**config.mk**
```make
export PLATFORM = sky130hd
export DESIGN_NAME = alu_cmd_sequencer
export DESIGN_NICKNAME = d
export VERILOG_FILES = /design/src/rtl/alu_cmd_sequencer.sv
export SDC_FILE = /design/constraint.sdc
export NUM_CORES = 1
export LEC_CHECK = 0
export ABC_CLOCK_PERIOD_IN_PS = 2370
export CAP_MARGIN = 20
export CORE_ASPECT_RATIO = 1.2
export CORE_MARGIN = 4
export CORE_UTILIZATION = 53
export CTS_CLUSTER_DIAMETER = 200
export DETAILED_ROUTE_END_ITERATION = 8
export HOLD_SLACK_MARGIN = 0.15
export PLACE_DENSITY = 0.84
export SETUP_SLACK_MARGIN = 0.4
export SYNTH_ARGS = -nofsm -noshare
export SYNTH_HDL_FRONTEND = slang
export SYNTH_SLANG_ARGS = --single-unit
```
**constraint.sdc**
```tcl
create_clock -name clk -period 2.37 [get_ports clk]
set_clock_uncertainty 0.15 [all_clocks]
set_input_delay 0.474 -clock clk [delete_from_list [all_inputs] [get_ports clk]]
set_output_delay 0.474 -clock clk [all_outputs]
set_load 0.01 [all_outputs]
```
**src/rtl/alu_cmd_sequencer.sv**
```systemverilog
// Command FIFO feeding a single-outstanding ALU sequencer with timeout and a
// valid/ready response channel.
module alu_cmd_sequencer #(
   parameter int unsigned FIFO_DEPTH = 4,
   parameter int unsigned TIMEOUT    = 15
) (
   input  logic        clk,
   input  logic        reset_n,
   input  logic        cmd_valid,
   output logic        cmd_ready,
   input  logic [7:0]  cmd_a,
   input  logic [7:0]  cmd_b,
   input  logic [2:0]  cmd_op,
   output logic [7:0]  alu_a,
   output logic [7:0]  alu_b,
   output logic [2:0]  alu_op,
   output logic        alu_start,
   input  logic        alu_done,
   input  logic [15:0] alu_result,
   output logic        rsp_valid,
   input  logic        rsp_ready,
   output logic [15:0] rsp_result,
   output logic [2:0]  rsp_op,
   output logic        rsp_err,
   output logic        busy
);

   localparam int unsigned AW = (FIFO_DEPTH > 1) ? $clog2(FIFO_DEPTH) : 1;
   localparam int unsigned CW = $clog2(TIMEOUT + 1);
   localparam logic [CW-1:0] CNT_LAST = CW'(TIMEOUT - 1);

   typedef enum logic [1:0] {StIdle, StIssue, StWait, StResp} state_e;

   state_e         state_q, state_d;
   logic [18:0]    mem_q [FIFO_DEPTH];
   logic [AW:0]    wr_ptr_q, rd_ptr_q;
   logic           fifo_empty, fifo_full;
   logic           push, pop;
   logic           ready_q;
   logic [7:0]     a_q, b_q;
   logic [2:0]     op_q;
   logic           start_q, start_d;
   logic [CW-1:0]  cnt_q, cnt_d;
   logic [15:0]    res_q, res_d;
   logic           err_q, err_d;
   logic [18:0]    head;

   // Extra pointer bit tells full from empty when the index bits match.
   assign fifo_empty = (wr_ptr_q == rd_ptr_q);
   assign fifo_full  = (wr_ptr_q[AW] != rd_ptr_q[AW]) &&
                       (wr_ptr_q[AW-1:0] == rd_ptr_q[AW-1:0]);
   assign head       = mem_q[rd_ptr_q[AW-1:0]];

   // ready_q keeps cmd_ready low until the first edge out of reset.
   assign cmd_ready  = ready_q & ~fifo_full;
   assign push       = cmd_valid & cmd_ready;

   always_ff @(posedge clk) begin
      if (push) begin
         mem_q[wr_ptr_q[AW-1:0]] <= {cmd_op, cmd_b, cmd_a};
      end
   end

   always_ff @(posedge clk or negedge reset_n) begin
      if (!reset_n) begin
         wr_ptr_q <= '0;
         rd_ptr_q <= '0;
         ready_q  <= 1'b0;
      end else begin
         ready_q <= 1'b1;
         if (push) wr_ptr_q <= wr_ptr_q + (AW+1)'(1);
         if (pop)  rd_ptr_q <= rd_ptr_q + (AW+1)'(1);
      end
   end

   always_comb begin
      state_d = state_q;
      pop     = 1'b0;
      start_d = start_q;
      cnt_d   = cnt_q;
      res_d   = res_q;
      err_d   = err_q;
      unique case (state_q)
         StIdle: begin
            if (!fifo_empty) begin
               pop     = 1'b1;
               state_d = StIssue;
            end
         end
         StIssue: begin
            unique case (op_q)
               3'b000: begin
                  res_d   = 16'h0000;
                  err_d   = 1'b0;
                  state_d = StResp;
               end
               3'b001, 3'b010, 3'b011, 3'b100: begin
                  start_d = 1'b1;
                  cnt_d   = '0;
                  state_d = StWait;
               end
               default: begin
                  res_d   = 16'h0000;
                  err_d   = 1'b1;
                  state_d = StResp;
               end
            endcase
         end
         StWait: begin
            // Completion takes priority over a coincident timeout.
            if (alu_done) begin
               res_d   = alu_result;
               err_d   = 1'b0;
               start_d = 1'b0;
               state_d = StResp;
            end else if (cnt_q == CNT_LAST) begin
               res_d   = 16'hDEAD;
               err_d   = 1'b1;
               start_d = 1'b0;
               state_d = StResp;
            end else begin
               cnt_d = cnt_q + CW'(1);
            end
         end
         StResp: begin
            if (rsp_ready) state_d = StIdle;
         end
         default: state_d = StIdle;
      endcase
   end

   always_ff @(posedge clk or negedge reset_n) begin
      if (!reset_n) begin
         state_q <= StIdle;
         start_q <= 1'b0;
         cnt_q   <= '0;
         res_q   <= '0;
         err_q   <= 1'b0;
         a_q     <= '0;
         b_q     <= '0;
         op_q    <= '0;
      end else begin
         state_q <= state_d;
         start_q <= start_d;
         cnt_q   <= cnt_d;
         res_q   <= res_d;
         err_q   <= err_d;
         if (pop) begin
            {op_q, b_q, a_q} <= head;
         end
      end
   end

   assign alu_a      = a_q;
   assign alu_b      = b_q;
   assign alu_op     = op_q;
   assign alu_start  = start_q;
   assign rsp_valid  = (state_q == StResp);
   assign rsp_result = res_q;
   assign rsp_op     = op_q;
   assign rsp_err    = err_q;
   assign busy       = ~fifo_empty | (state_q != StIdle);

endmodule

```
==> implementation parameters <==
Parameter                              Value

Detailed routing
  Total wire length    11.1 mm
  Via count    between 3000 and 4000
  Post-DRT Antenna Nets    0
  Number of vias per cell    around 5.4
  Drt initial violations    170
  Final routed DRC violation total    0
  Number of detailed-routing iterations run before antenna repair    4
  Average wire per standard cell    between 15 and 20 um

Timing
  Fmax    around 0.48 GHz
  Final worst hold slack    approximately 0.36 ns
  Slew at the pin closest to its max-slew limit    approximately 0.63 ns
  Hold Violations, Final    0
  Max-slew violations    0
  Max-slew headroom at the worst pin    0.580
  Final Critical Period    roughly 2.1 ns
  RSZ-0062 raised after global routing    true
  Final WS setup    0.303 ns
  Number of setup violations in the final report    0
  Setup total negative slack    0 ns
  Tcrit/Tclk final    0.872

Place
  HPWL Detailed    ~6.4 mm
  Placer's final routability congestion estimate    about 0.74
  Post-Place Worst Slack    0.226 ns
  Total instance count after detailed placement    between 500 and 600
  IO buf count    just over 80

GRT
  Number of antenna violations at the first check in global routing    0
  Vias in the first global route    3256
  Total Routing Usage GR    0.197
  Largest net degree at the start of global routing    27
  Grt ovf    0
  Global-route wire length before repair    between 15 and 20 mm

Worst setup path
  Type of element capturing the critical path    output pin
  RR Startpoint    rd_ptr_q[0]
  CP Data Arrival Time    about 1.4 ns
  R2R Path End    alu_a[4]
  Reg-to-reg slack, setup    around 0.46 ns
  Kind of critical path    reg -> out
  CP required    between 1.5 and 2 ns
  Worst Reg2Reg Path Length in Cells    3
  Worst-path maximum fanout    4
  Critical path launch point type    flop

Worst hold path
  Launch instance of the worst min-delay path    rsp_result[8]
  HP Class    reg -> reg
  Worst Hold Path Cells    1
  Hold Path Sink    rsp_result[8]

CTS
  Clock buffer count from CTS    17
  CTS clock-pin slew for the worst setup and hold paths    about 0.06 ns
  CTS Root Buffer Type    clkbuf_16
  Clock latency reported for the late side of the worst-skew pair    just over 0.4 ns
  Number of buffers on the longest clock path    2
  Clock net sink count    between 100 and 150
  CTS tree    yes
  Clock H-tree levels    4

Floorplan
  Area of the die    ~12000 um^2
  Io pins    83
  Overall die width    approximately 99 um
  Core ar.    9610 um^2
  Number of cell rows    39
  Vertical die dimension    117 um
  Initial cell density of the core    0.547

Layout
  Top library cells by usage in the layout, fill and taps aside    edfxtp_1, clkdlybuf4s50_1, dfrtp_1, buf_4
  Nets@finish    between 400 and 500
  Non-filler instance count after layout    between 500 and 600
  Most common cell after layout, fill and taps aside    edfxtp_1
  Share of cells above drive strength 1    0.338
  Syn-to-layout area delta    37.5%
  Ant diodes    0

Synthesis
  Mapped cell area    5260 um^2
  Share of the synthesized area in the top cell type    0.434
  Leading cell types by total area after synthesis    edfxtp_1, dfrtp_1, mux4_2, mux2_4, ha_1
  Register bit count reported by yosys    approximately 130
  Number of nets produced by synthesis    about 360
  Post-synthesis sequential area ratio    0.672
  Syn Inst Count    a little over 300
  Async S/R FF share, synth    0.397
  Post-synthesis cell type with the largest combined area    edfxtp_1
  Mapped Avg Cell Area    roughly 17 um^2
  Syn. warnings    0
  Synth cell types    44
  EDFF count, synth    76
  Primary flip-flop cell chosen by synthesis mapping    edfxtp_1

Power and ir drop
  Leakage    3.07 nW
  Total power divided by cell area    ~1300 nW/um^2
  Largest vdd supply drop    roughly 0.0007 V
  Total design power    just under 10 mW

Run
  MaxCap Viol Count    0

Status
  Status    finished clean
-- repair_timing --
item / CTS / global route
endpoints found under the hold margin: 24 / 0
setup endpoints to repair: 30 / 57
gates resized for setup: 39 / 32
hold buffers: 1 / 0
gates cloned: 0 / 2
pin swaps: 3 / 7
setup buffers: 14 / 5
-- routing by layer --
layer  track usage  vias to the layer above  part of all wire
met5             0                        -                 0
met2         0.345                      103              0.54
li1              -                     1386                 -
met3        0.0599                       23             0.060
met1         0.226                     1541              0.37
met4        0.0865                        0             0.024
-- flip-flops by register name (all words and copies together) (netlist names), 2 cells and up --
register and cells:
alu_b 8, cnt_q 4, wr_ptr_q 3, rsp_result 16, rd_ptr_q 3, state_q 2
alu_a 8, alu_op 3, mem_q 76
-- synthesized netlist by cell type (2+ instances only) --
| library cell | instances |
|---|---|
| edfxtp_1 | 76 |
| dfrtp_1 | 50 |
| inv_1 | 21 |
| mux4_2 | 19 |
| mux2_4 | 18 |
| o21ai_0 | 16 |
| ha_1 | 12 |
| mux2i_1 | 12 |
| mux2_2 | 10 |
| and3_1 | 9 |
| nand3_1 | 6 |
| xnor2_1 | 6 |
| clkbuf_1 | 5 |
| buf_4 | 3 |
| buf_6 | 3 |
| and2_1 | 2 |
| buf_2 | 2 |
| nand2_1 | 2 |
| nand2b_1 | 2 |
| nand4_1 | 2 |
| or2_2 | 2 |
| or3_1 | 2 |
| xor2_1 | 2 |
-- logic make-up after synthesis --
| kind of cell | count (synthesis) | share of synthesized area |
|---|---|---|
| and+or+nand+nor | 37 | 0.0469 |
| muxes | 59 | 0.177 |
| adders and majority gates | 12 | 0.0286 |
| AOI/OAI and AO/OA | 26 | 0.0298 |
| xor gates and xnor gates | 8 | 0.0133 |
| buffers and inverters | 34 | 0.0312 |
| DFF | 126 | 0.672 |
| other | 1 | 0.000714 |
-- power by group --
group / switching, mW / leakage (nW) / internal [mW]
Combinational: 1.67 / 1.47 / 2.20
Clock: 0.972 / 0.300 / 1.67
Sequential: 0.320 / 1.30 / 2.89
-- final cells by class --
| class | instances | area, um^2 |
|---|---|---|
| Clock inverter | 15 | 189 |
| Timing Repair Buffer | 115 | 1150 |
| Tap cell | 123 | 154 |
| Clock buffer | 17 | 425 |
| Sequential cell | 126 | 3540 |
| Fill cell | 551 | 2390 |
| Multi-Input combinational cell | 144 | 1680 |
| Inverter | 21 | 78.8 |
-- worst max path at each step --
stage                           start        end  slack [ns]  cells past startpoint
after floorplan            state_q[1]   cnt_q[3]        0.53                      6
after global placement    wr_ptr_q[0]  cmd_ready        0.26                      4
after detailed placement  wr_ptr_q[0]  cmd_ready        0.23                      4
after CTS                 wr_ptr_q[2]  cmd_ready        0.24                      4
after global routing      rd_ptr_q[0]  cmd_ready        0.25                      4
final                     rd_ptr_q[0]  cmd_ready        0.30                      4
-- through the flow --
| stage | cell area [um^2] | utilization |
|---|---|---|
| 2_1_floorplan | 5260 | - |
| 3_3_place_gp | 6270 | 0.652 |
| 3_5_place_dp | 6270 | 0.652 |
| 4_1_cts | 7040 | 0.732 |
| 5_1_grt | 7230 | 0.752 |
| 6_report | 7230 | 0.752 |
-- critical path, stage by stage (launching register included) --
cell and delay (ns):
dfrtp_1 0.41, xnor2_2 0.23, nand3_2 0.12, and2_4 0.16
buf_6 0.11
No activity file was read; power rests on OpenSTA's default activity.
